**config.mk**
```make
export PLATFORM = sky130hd
export DESIGN_NAME = uart_tx
export DESIGN_NICKNAME = d
export VERILOG_FILES = /design/src/rtl/uart_tx.sv
export SDC_FILE = /design/constraint.sdc
export NUM_CORES = 1
export LEC_CHECK = 0
export CAP_MARGIN = 10
export CORE_MARGIN = 10
export CORE_UTILIZATION = 45
export CTS_CLUSTER_DIAMETER = 80
export CTS_CLUSTER_SIZE = 25
export DETAILED_ROUTE_END_ITERATION = 8
export DONT_BUFFER_PORTS = 1
export PLACE_DENSITY = 0.6
export SKIP_CTS_REPAIR_TIMING = 1
export SLEW_MARGIN = 20
export SYNTH_ARGS = -nofsm -noshare
export SYNTH_HDL_FRONTEND = slang
export SYNTH_SLANG_ARGS = --single-unit
```
**constraint.sdc**
```tcl
create_clock -name CLK -period 3.8 [get_ports CLK]
set_input_delay 0.76 -clock CLK [delete_from_list [all_inputs] [get_ports CLK]]
set_output_delay 0.76 -clock CLK [all_outputs]
set_load 0.02 [all_outputs]
```
**src/rtl/uart_tx.sv**
```systemverilog
// UART transmitter: serialises one byte per handshake as start, LSB-first data,
// optional parity and stop, each bit held for Prescale clock cycles.
module uart_tx #(
    parameter int DATA_WIDTH     = 8,
    parameter int PRESCALE_WIDTH = 5
) (
    input  logic                      CLK,
    input  logic                      RST,
    input  logic [DATA_WIDTH-1:0]     P_DATA,
    input  logic                      Data_Valid,
    input  logic [PRESCALE_WIDTH-1:0] Prescale,
    input  logic                      parity_enable,
    input  logic                      parity_type,
    output logic                      TX_OUT,
    output logic                      busy
);

    localparam int BIT_CNT_W = $clog2(DATA_WIDTH) + 1;
    localparam logic [BIT_CNT_W-1:0] LAST_BIT = BIT_CNT_W'(DATA_WIDTH - 1);

    typedef enum logic [2:0] {IDLE, START, DATA, PARITY, STOP} state_t;

    state_t                    state, state_nxt;
    logic [PRESCALE_WIDTH-1:0] cyc_cnt, cyc_cnt_nxt;
    logic [BIT_CNT_W-1:0]      bit_cnt, bit_cnt_nxt;
    logic [PRESCALE_WIDTH-1:0] eff_ps;
    logic [DATA_WIDTH-1:0]     data_q;
    logic                      par_q;
    logic                      pe_q;
    logic                      accept;
    logic                      bit_end;
    logic                      tx_nxt;
    logic                      busy_nxt;
    logic [DATA_WIDTH-1:0]     data_shift;

    assign accept  = (state == IDLE) && Data_Valid;
    assign bit_end = (cyc_cnt == eff_ps - PRESCALE_WIDTH'(1));

    always_comb begin
        state_nxt   = state;
        cyc_cnt_nxt = bit_end ? '0 : cyc_cnt + PRESCALE_WIDTH'(1);
        bit_cnt_nxt = bit_cnt;
        case (state)
            IDLE: begin
                cyc_cnt_nxt = '0;
                if (accept) begin
                    state_nxt   = START;
                    bit_cnt_nxt = '0;
                end
            end
            START: begin
                if (bit_end) state_nxt = DATA;
            end
            DATA: begin
                if (bit_end) begin
                    bit_cnt_nxt = bit_cnt + BIT_CNT_W'(1);
                    if (bit_cnt == LAST_BIT) state_nxt = pe_q ? PARITY : STOP;
                end
            end
            PARITY: begin
                if (bit_end) state_nxt = STOP;
            end
            STOP: begin
                if (bit_end) state_nxt = IDLE;
            end
            default: state_nxt = IDLE;
        endcase

        // Line level is decoded from the next state so TX_OUT and busy leave flops directly
        data_shift = data_q >> bit_cnt_nxt;
        busy_nxt   = (state_nxt != IDLE);
        case (state_nxt)
            START:   tx_nxt = 1'b0;
            DATA:    tx_nxt = data_shift[0];
            PARITY:  tx_nxt = par_q;
            default: tx_nxt = 1'b1;
        endcase
    end

    always_ff @(posedge CLK or posedge RST) begin
        if (RST) begin
            state   <= IDLE;
            cyc_cnt <= '0;
            bit_cnt <= '0;
            TX_OUT  <= 1'b1;
            busy    <= 1'b0;
        end else begin
            state   <= state_nxt;
            cyc_cnt <= cyc_cnt_nxt;
            bit_cnt <= bit_cnt_nxt;
            TX_OUT  <= tx_nxt;
            busy    <= busy_nxt;
        end
    end

    // Frame configuration is captured once per acceptance and ignored mid-frame
    always_ff @(posedge CLK) begin
        if (accept) begin
            data_q <= P_DATA;
            pe_q   <= parity_enable;
            par_q  <= (^P_DATA) ^ parity_type;
            eff_ps <= (Prescale == '0) ? PRESCALE_WIDTH'(1) : Prescale;
        end
    end

endmodule

```
Word-level counts from Yosys, hierarchy flattened
Index checks and enable logic that the tools add are counted.
{ "op_classes": {"add_sub_neg": 3, "eq_ne": 9, "bitwise": 1, "n_reduce_logical": 5, "n_mux": 14, "shifts": 1} }
{ "op_table": {"columns": ["operator", "n"], "rows": [
  ["$mux W3", 7],
  ["$pmux W3 S5", 1],
  ["$eq A3 B2 Y1 const B", 4],
  ["$mux W5", 2],
  ["$mux W4", 2],
  ["$pmux W4 S2", 1],
  ["$reduce_xor A8 Y1", 1],
  ["$shr A8 B4 Y1", 1],
  ["$eq A3 B1 Y1 const B", 2],
  ["$add A5 B1 Y5 const B", 1],
  ["$eq A5 B5 Y1", 1],
  ["$logic_not A5 Y1", 1],
  ["$sub A5 B1 Y5 const B", 1],
  ["$add A4 B1 Y4 const B", 1],
  ["$eq A4 B3 Y1 const B", 1],
  ["$eq A3 B3 Y1 const B", 1],
  ["$logic_not A3 Y1", 1],
  ["$pmux W1 S3", 1],
  ["$reduce_bool A3 Y1", 1],
  ["$logic_and A1 B1 Y1", 1],
  ["$xor A1 B1 Y1", 1]
]} }
{ "totals": {"wordCells": 42, "reg_bits": 29} }

Longest topological paths before layout
Gate-level depths: netlist of run 1.
{ "logic_depth": {"depth_word": 6, "ltp_mapped": 11} }

Least setup slack after synthesis of run 1
Ideal clock, no wire load.
{ "synth_path": {"path_type": "register to register", "from": "register eff_ps[0]", "to": "register TX_OUT", "path_slack_ns": 1.520, "arrival_ns": 2.190, "n_path_buf": 1, "required_time_ns": 3.709, "synth_period_minus_slack_ns": 2.280, "path_stages_with_launch": 12, "path_cell_list": "edfxtp_1 -> inv_1 -> ha_1 -> and4bb_1 -> o211a_4 -> o211a_1 -> buf_6 -> o211a_4 -> clkinv_4 -> mux2i_1 -> a211o_1 -> o31ai_1"} }
{ "synth_via": {"elab_chain_cells": 6} }
{ "synth_lines": {"columns": ["item", "line_no", "source"], "rows": [
  ["start, declared", "26", "logic [PRESCALE_WIDTH-1:0] eff_ps;"],
  ["start signal, assigned", "102", "eff_ps <= (Prescale == '0) ? PRESCALE_WIDTH'(1) : Prescale;"],
  ["$sub A5 B1 Y5", "37", "assign bit_end = (cyc_cnt == eff_ps - PRESCALE_WIDTH'(1));"],
  ["$eq A5 B5 Y1", "37", null],
  ["$mux W4", "55", "if (bit_end) begin"],
  ["$pmux W4 S2", "43", "case (state)"],
  ["net bit_cnt_nxt[0]", "25", "logic [BIT_CNT_W-1:0] bit_cnt, bit_cnt_nxt;"],
  ["$shr A8 B4 Y1", "70", "data_shift = data_q >> bit_cnt_nxt;"],
  ["$pmux W1 S3", "72", "case (state_nxt)"],
  ["net tx_nxt", "32", "logic tx_nxt;"],
  ["end signal, assigned", "91", "TX_OUT <= tx_nxt;"],
  ["end, declared", "14", "output logic TX_OUT,"]
]} }
The timed path passes the listed nets, and every way through them passes these cells.
A chain may end at the register's enable or synchronous reset.

Final worst setup path of run 1
{ "layout_path": {"from": "register eff_ps[0]", "to": "register TX_OUT"} }
{ "layout_via": {"elab_chain_cells": 6} }
{ "layout_lines": {"columns": ["item", "line_no", "source"], "rows": [
  ["$sub A5 B1 Y5 (*)", "37", null],
  ["$eq A5 B5 Y1 (*)", "37", null],
  ["$mux W3 (on tied branches)", null, null],
  ["$pmux W3 S5 (*)", "43", null],
  ["net state_nxt[0]", "23", "state_t state, state_nxt;"],
  ["$eq A3 B2 Y1 or $eq A3 B1 Y1 (tied branches)", "72", null],
  ["$pmux W1 S3 (*)", "72", null],
  ["net tx_nxt", "32", null]
]} }
Mark *: on every way through the listed nets, which the timed path passes. The rest lies on a longest branch.

==> results.toml, run 1 <==
[outcome]
status = "finished, final reports clean"

[layout]
syn2layout_area_growth_pct = 7.033
fillers = 300
regArea_sq_um = 802.0
layout-drive-gt1-share = 0.1029
diodes = 0
final_common_cell = "edfxtp_1"
layout_common_cells = "15 x edfxtp_1, 13 x dfrtp_1, 10 x inv_1, 9 x xnor2_1, 8 x xor2_1"
utilization = 0.4964
nets = 156
multiInputGateArea_sq_um = 661.9

[clock_tree]
cts_buffer_depth = 2
cts_sinks = 29
numCtsBuffers = 5
clock_latency_ps = 320
cts.clk_slew.worst_paths_ps = 100
cts_tree = "yes"
root_buffer = "clkbuf_4"
cts_max_level = 2

[place]
port_buffers = 0
gp_congestion = 0.8490
hpwl_um = 2154

[timing]
rsz0062_at_grt = "false"
tns_ps = 0
worst_slew_pin_slew_ps = 564.4
period_minus_slack_ps = 2627
setup_viol = 0
max_clock_freq_ghz = 0.3807
fin_skew_ps = 8.286
slew_viol_final = 0
slew_headroom = 0.6233
hold_viol_final = 0
fin_crit_sh = 0.6912

[synth]
synth_nets = 155
syn_area_per_cell_sq_um = 11.55
yosysUniqueCellTypes = 45
synth_top_area_frac = 0.2910
synth_area_sq_um = 1548
ys_ff_latch = 29
synth_top_cell_by_area = "edfxtp_1"
synthArstFlopShare = 0.4828
synth-edff-count = 15
synth_ff_type = "edfxtp_1"
ys_seq_area_frac = 0.5182
synthesis.instances = 134
synthTopCellsByArea = "edfxtp_1 29%, dfrtp_1 21%, xnor2_1 5.1%, xor2_1 4.5%, o2111ai_1 3.4%"
yosys_warnings = 0

[detailed_routing]
routed-via-count = 1008
wl_per_cell_um = 15.02
ant_nets = 0
drc_errors = 0
viasPerCell = 5.538
drtIter0Drc = 70
wl_um = 2734
firstDrtPassIters = 4

[global_routing]
grtUsageTotal = 0.09967
grt_pass1_wl_um = 4864
gr-usage-met3 = 0.04670
grt_overflow_total = 0
grt_pass1_vias = 1058
grt.busiest_layer = "met2"
grt_max_degree = 16
met2_usage = 0.1521
antenna_found_initial = 0
grtUsageMet1 = 0.1154

[floorplan]
io_pins = 20
dieWidth_um = 78.65
initial_core_util = 0.4638
std_cell_rows = 21
die_h_um = 78.65
die_area_sq_um = 6185
core_area_sq_um = 3337

[critical_path]
rr_endpoint = "TX_OUT"
slowest_stage = "edfxtp_1"
reg2reg_depth = 9
endpoint = "TX_OUT"
reg2reg_slack_ps = 1170
worst_setup_path_end_kind = "flop"
cpPeakStageDelay_ps = 400
worstPathRequired_ps = 4040
worstSetupPathType = "reg2reg"
cp-startpoint = "eff_ps[0]"
worstPathArrival_ps = 2870
r2r_start = "eff_ps[0]"
worstPathCellList = "inv_1 > ha_1 > xor2_1 > o21ai_1 > o211a_1 > mux2i_1 > o21ai_0 > a211o_1 > o31ai_1"
cp_max_fo = 10
crit_path_start_kind = "flop"

[job]
maxCapViolations = 0

[min_path]
hold_class = "in2async"

[power_and_ir_drop]
powerDensity_nw_per_um2 = 722.9
power.leakage_uw = 0.0006263
peakVddDrop_uv = 291.9
flip-flops by register name, indices dropped and copies added, names as in the netlist:
name and flops:
bit_cnt 4, TX_OUT 1, data_q 8, cyc_cnt 5, pe_q 1, par_q 1
state 3, eff_ps 5, busy 1
report_power, final:
group / switching [uW] / internal (uW) / total, uW
clock network: 111 / 156 / 268
registers: 92.9 / 426 / 519
logic: 232 / 179 / 411
stage by stage:
stage,instances,cell area (sq um),hold WS [ps],power (uW),setup WS (ps)
2_1_floorplan,134,1548,466.9,859.7,1520
3_3_place_gp,174,1568,515.1,925.1,1257
3_5_place_dp,174,1568,506.3,933.3,1171
4_1_cts,182,1657,359.1,1203,1156
5_1_grt,182,1657,377.0,1294,906.9
6_report,182,1657,347.3,1198,1173
worst min path at each step:
stage                     from    endpoint  slack [ps]  cells past startpoint
detailed placement  cyc_cnt[0]  cyc_cnt[0]         510                      1
finish                     RST  bit_cnt[1]         350                      1
floorplan           cyc_cnt[0]  cyc_cnt[0]         470                      1
CTS                        RST  cyc_cnt[1]         360                      1
global placement    cyc_cnt[0]  cyc_cnt[0]         520                      1
global route               RST  bit_cnt[0]         380                      1
per-layer routing:
| metal | routed length [um] | up-vias |
|---|---|---|
| li1 | - | 495 |
| met1 | 1161 | 478 |
| met2 | 1288 | 30 |
| met3 | 240 | 5 |
| met4 | 43 | 0 |
| met5 | 0 | - |
worst max-delay path: cells and delay by family, from the launching register on:
kind	cells	cell delay, ps
buffers and inverters	1	60
muxes	1	260
xor gates and xnor gates	1	170
DFF	1	400
AOI/OAI and AO/OA	5	1430
adders and majority gates	1	230
cell type report:
class                           count  area share
Sequential cell                    29      0.4841
Multi-Input combinational cell     88      0.3995
Tap cell                           46     0.03474
Clock buffer                        6     0.03097
Inverter                           11     0.02795
Clock inverter                      2     0.02266
Yosys cell counts, types with 6 or more instances:
cell,instances
o2111ai_1,6
dfrtp_1,13
edfxtp_1,15
nand2_1,7
inv_1,10
xnor2_1,9
nor2_1,7
xor2_1,8
cell families (layout without fill, tap and decap cells):
kind of cell             after synthesis  in the layout  synth area share
flip-flops                            29             29            0.5182
buffers and inverters                 17             19           0.05416
adder cells (fa/ha/maj)                3              3           0.02425
multiplexers                           2              2           0.01294
XOR/XNOR                              17             17           0.09621
AO/OA/AOI/OAI                         33             33            0.1827
AND/OR/NAND/NOR                       33             33            0.1116
No activity file was read; power rests on OpenSTA's default activity.
==> inputs of run 2 (changes only) <==
Settings changed: ABC_AREA set to 1.
Clock period 3.8 ns to 2.7 ns, I/O delays scaled along.
==> results.toml, run 2 <==
[power_and_ir_drop]
peakVddDrop_uv = 404.2
power.leakage_uw = 0.0008312
powerDensity_nw_per_um2 = 906.7

[critical_path]
cp-startpoint = "eff_ps[0]"
r2r_start = "eff_ps[0]"
worstPathArrival_ps = 2310
rr_endpoint = "TX_OUT"
reg2reg_slack_ps = 610
cp_common_cell = "nand2_1"
endpoint = "TX_OUT"
cpLargestDelayFamily = "simple AND/OR/NAND/NOR gates"
worstPathRequired_ps = 2920
worstSetupPathType = "reg2reg"
critPathBufInv = 1
reg2reg_depth = 15
slowest_stage = "edfxtp_1"
crit_path_start_kind = "flop"
worst_setup_path_end_kind = "flop"
cp_max_fo = 9
worstPathCellList = "inv_2 > ha_1 > nand2_1 > nand2_1 > nor2_1 > nand2_1 > nor2_4 > nand2_4 > o21bai_4 > nand2_4 > nand2_1 > nand3_1 > nand3_1 > nand4_1 > nand3_1"
cp.depth = 15
cpPeakStageDelay_ps = 400

[synth]
synth_top_cell_by_area = "edfxtp_1"
synth-edff-count = 15
synthArstFlopShare = 0.4828
yosys_warnings = 0
synthesis.instances = 188
synth_top_area_frac = 0.2705
netlist_top_cells_count = "39 x nand2_1, 31 x inv_1, 17 x nand3_1"
synth_area_sq_um = 1665
yosysUniqueCellTypes = 33
ys_ff_latch = 29
synth_nets = 209
ys_seq_area_frac = 0.4816
synthTopCellsByArea = "edfxtp_1 27%, dfrtp_1 20%, nand2_1 8.8%, inv_1 7.0%, nand3_1 5.1%"
syn_area_per_cell_sq_um = 8.858
post-synth-top-count-cell = "nand2_1"
synth_ff_type = "edfxtp_1"

[clock_tree]
numCtsBuffers = 5
clock_latency_ps = 280
cts.clk_slew.worst_paths_ps = 60
cts_tree = "yes"
root_buffer = "clkbuf_8"
cts_sinks = 29
cts_buffer_depth = 2
cts_max_level = 2

[timing]
slew_headroom = 0.6219
fin_crit_sh = 0.7732
slew_viol_final = 0
rsz0062_at_grt = "false"
setup_viol = 0
tns_ps = 0
max_clock_freq_ghz = 0.4790
period_minus_slack_ps = 2088
hold_viol_final = 0
worst_slew_pin_slew_ps = 566.6
fin_skew_ps = 4.901

[layout]
nets = 213
regArea_sq_um = 802.0
largest_register_ff_count = 8
utilization = 0.4990
diodes = 0
top_register = "data_q"
fillers = 348
top_regs = "data_q (8), cyc_cnt (5), eff_ps (5)"
layout_common_cells = "39 x nand2_1, 31 x inv_1, 17 x nand3_1, 15 x edfxtp_1, 13 x dfrtp_1"
final_common_cell = "nand2_1"
multiInputGateArea_sq_um = 703.2
layout-drive-gt1-share = 0.1554
syn2layout_area_growth_pct = 8.039

[outcome]
status = "finished, final reports clean"

[floorplan]
initial_core_util = 0.4618
core_area_sq_um = 3606
io_pins = 20
die_h_um = 80.84
die_area_sq_um = 6534
dieWidth_um = 80.84
std_cell_rows = 22

[global_routing]
grt_overflow_total = 0
grt_pass1_wl_um = 5430
grtUsageTotal = 0.1054
grt_pass1_vias = 1240
antenna_found_initial = 0
grt_max_degree = 19

[place]
hpwl_um = 2350
port_buffers = 0
gp_congestion = 0.7903

[detailed_routing]
wl_per_cell_um = 12.32
ant_nets = 0
drtIter0Drc = 50
viasPerCell = 4.884
drc_errors = 0
routed-via-count = 1177
firstDrtPassIters = 4
wl_um = 2968

[min_path]
hold_class = "in2async"

[job]
maxCapViolations = 0
run 2: cell types whose count changed in the layout (fill, tap and decap cells not counted), moves of 5 or more:
cell and change:
clkbuf_4 -5, inv_1 +21, inv_2 +5, nand2_1 +32, nand3_1 +13, nor2_1 +5, o2111ai_1 -6, xnor2_1 -5
run 2: per-stage QoR:
| stage | instances | cell area [sq um] | setup slack [ps] | total power (uW) | hold slack, ps |
|---|---|---|---|---|---|
| detailed placement | 233 | 1718 | 601.3 | 1316 | 498.9 |
| global placement | 233 | 1718 | 690.0 | 1293 | 495.6 |
| floorplan | 188 | 1665 | 872.6 | 1186 | 428.5 |
| finish | 241 | 1799 | 612.2 | 1631 | 201.0 |
| global route | 241 | 1799 | 368.2 | 1774 | 251.7 |
| CTS | 241 | 1799 | 587.1 | 1651 | 216.5 |
run 2: worst min-delay path by stage:
stage                from          to  slack (ps)  cells after the start
global placement      RST  cyc_cnt[0]         500                      1
floorplan             RST  bit_cnt[0]         430                      1
detailed placement  par_q      TX_OUT         500                      2
finish                RST        busy         200                      1
global route          RST        busy         250                      1
CTS                   RST        busy         220                      1
run 2: cell type report:
type	count	share of cell area
Sequential cell	29	0.4458
Multi-Input combinational cell	117	0.3908
Tap cell	48	0.03338
Timing Repair Buffer	1	0.004172
Clock buffer	5	0.03825
Clock inverter	3	0.006954
Inverter	38	0.08067
run 2: where the power goes:
part | internal (uW) | total (uW) | leakage, uW | switching [uW]
sequential | 581 | 679 | 0.000313 | 98.5
clock | 173 | 330 | 0.0000430 | 157
combinational | 222 | 623 | 0.000475 | 401
run 2: routing by layer:
layer,up-vias,routed length (um),GRT usage
met5,-,0,0
met4,0,53,0.03979
met3,6,179,0.04305
met2,28,1560,0.1879
met1,543,1174,0.1083
li1,600,-,-
run 2: cell families after synthesis:
group,Yosys count,synth area share
xor+xnor,11,0.05785
flops,29,0.4816
compound gates,15,0.08865
buf+inv,42,0.09617
fa+ha+maj,3,0.02254
simple gates,88,0.2532
run 2: worst reg2reg max path, stage by stage, from the launching register on:
cell and delay [ps]:
edfxtp_1 400, inv_2 90, ha_1 240, nand2_1 70, nand2_1 50, nor2_1 90, nand2_1 90, nor2_4 130
nand2_4 130, o21bai_4 230, nand2_4 100, nand2_1 70, nand3_1 60, nand3_1 110, nand4_1 110, nand3_1 80
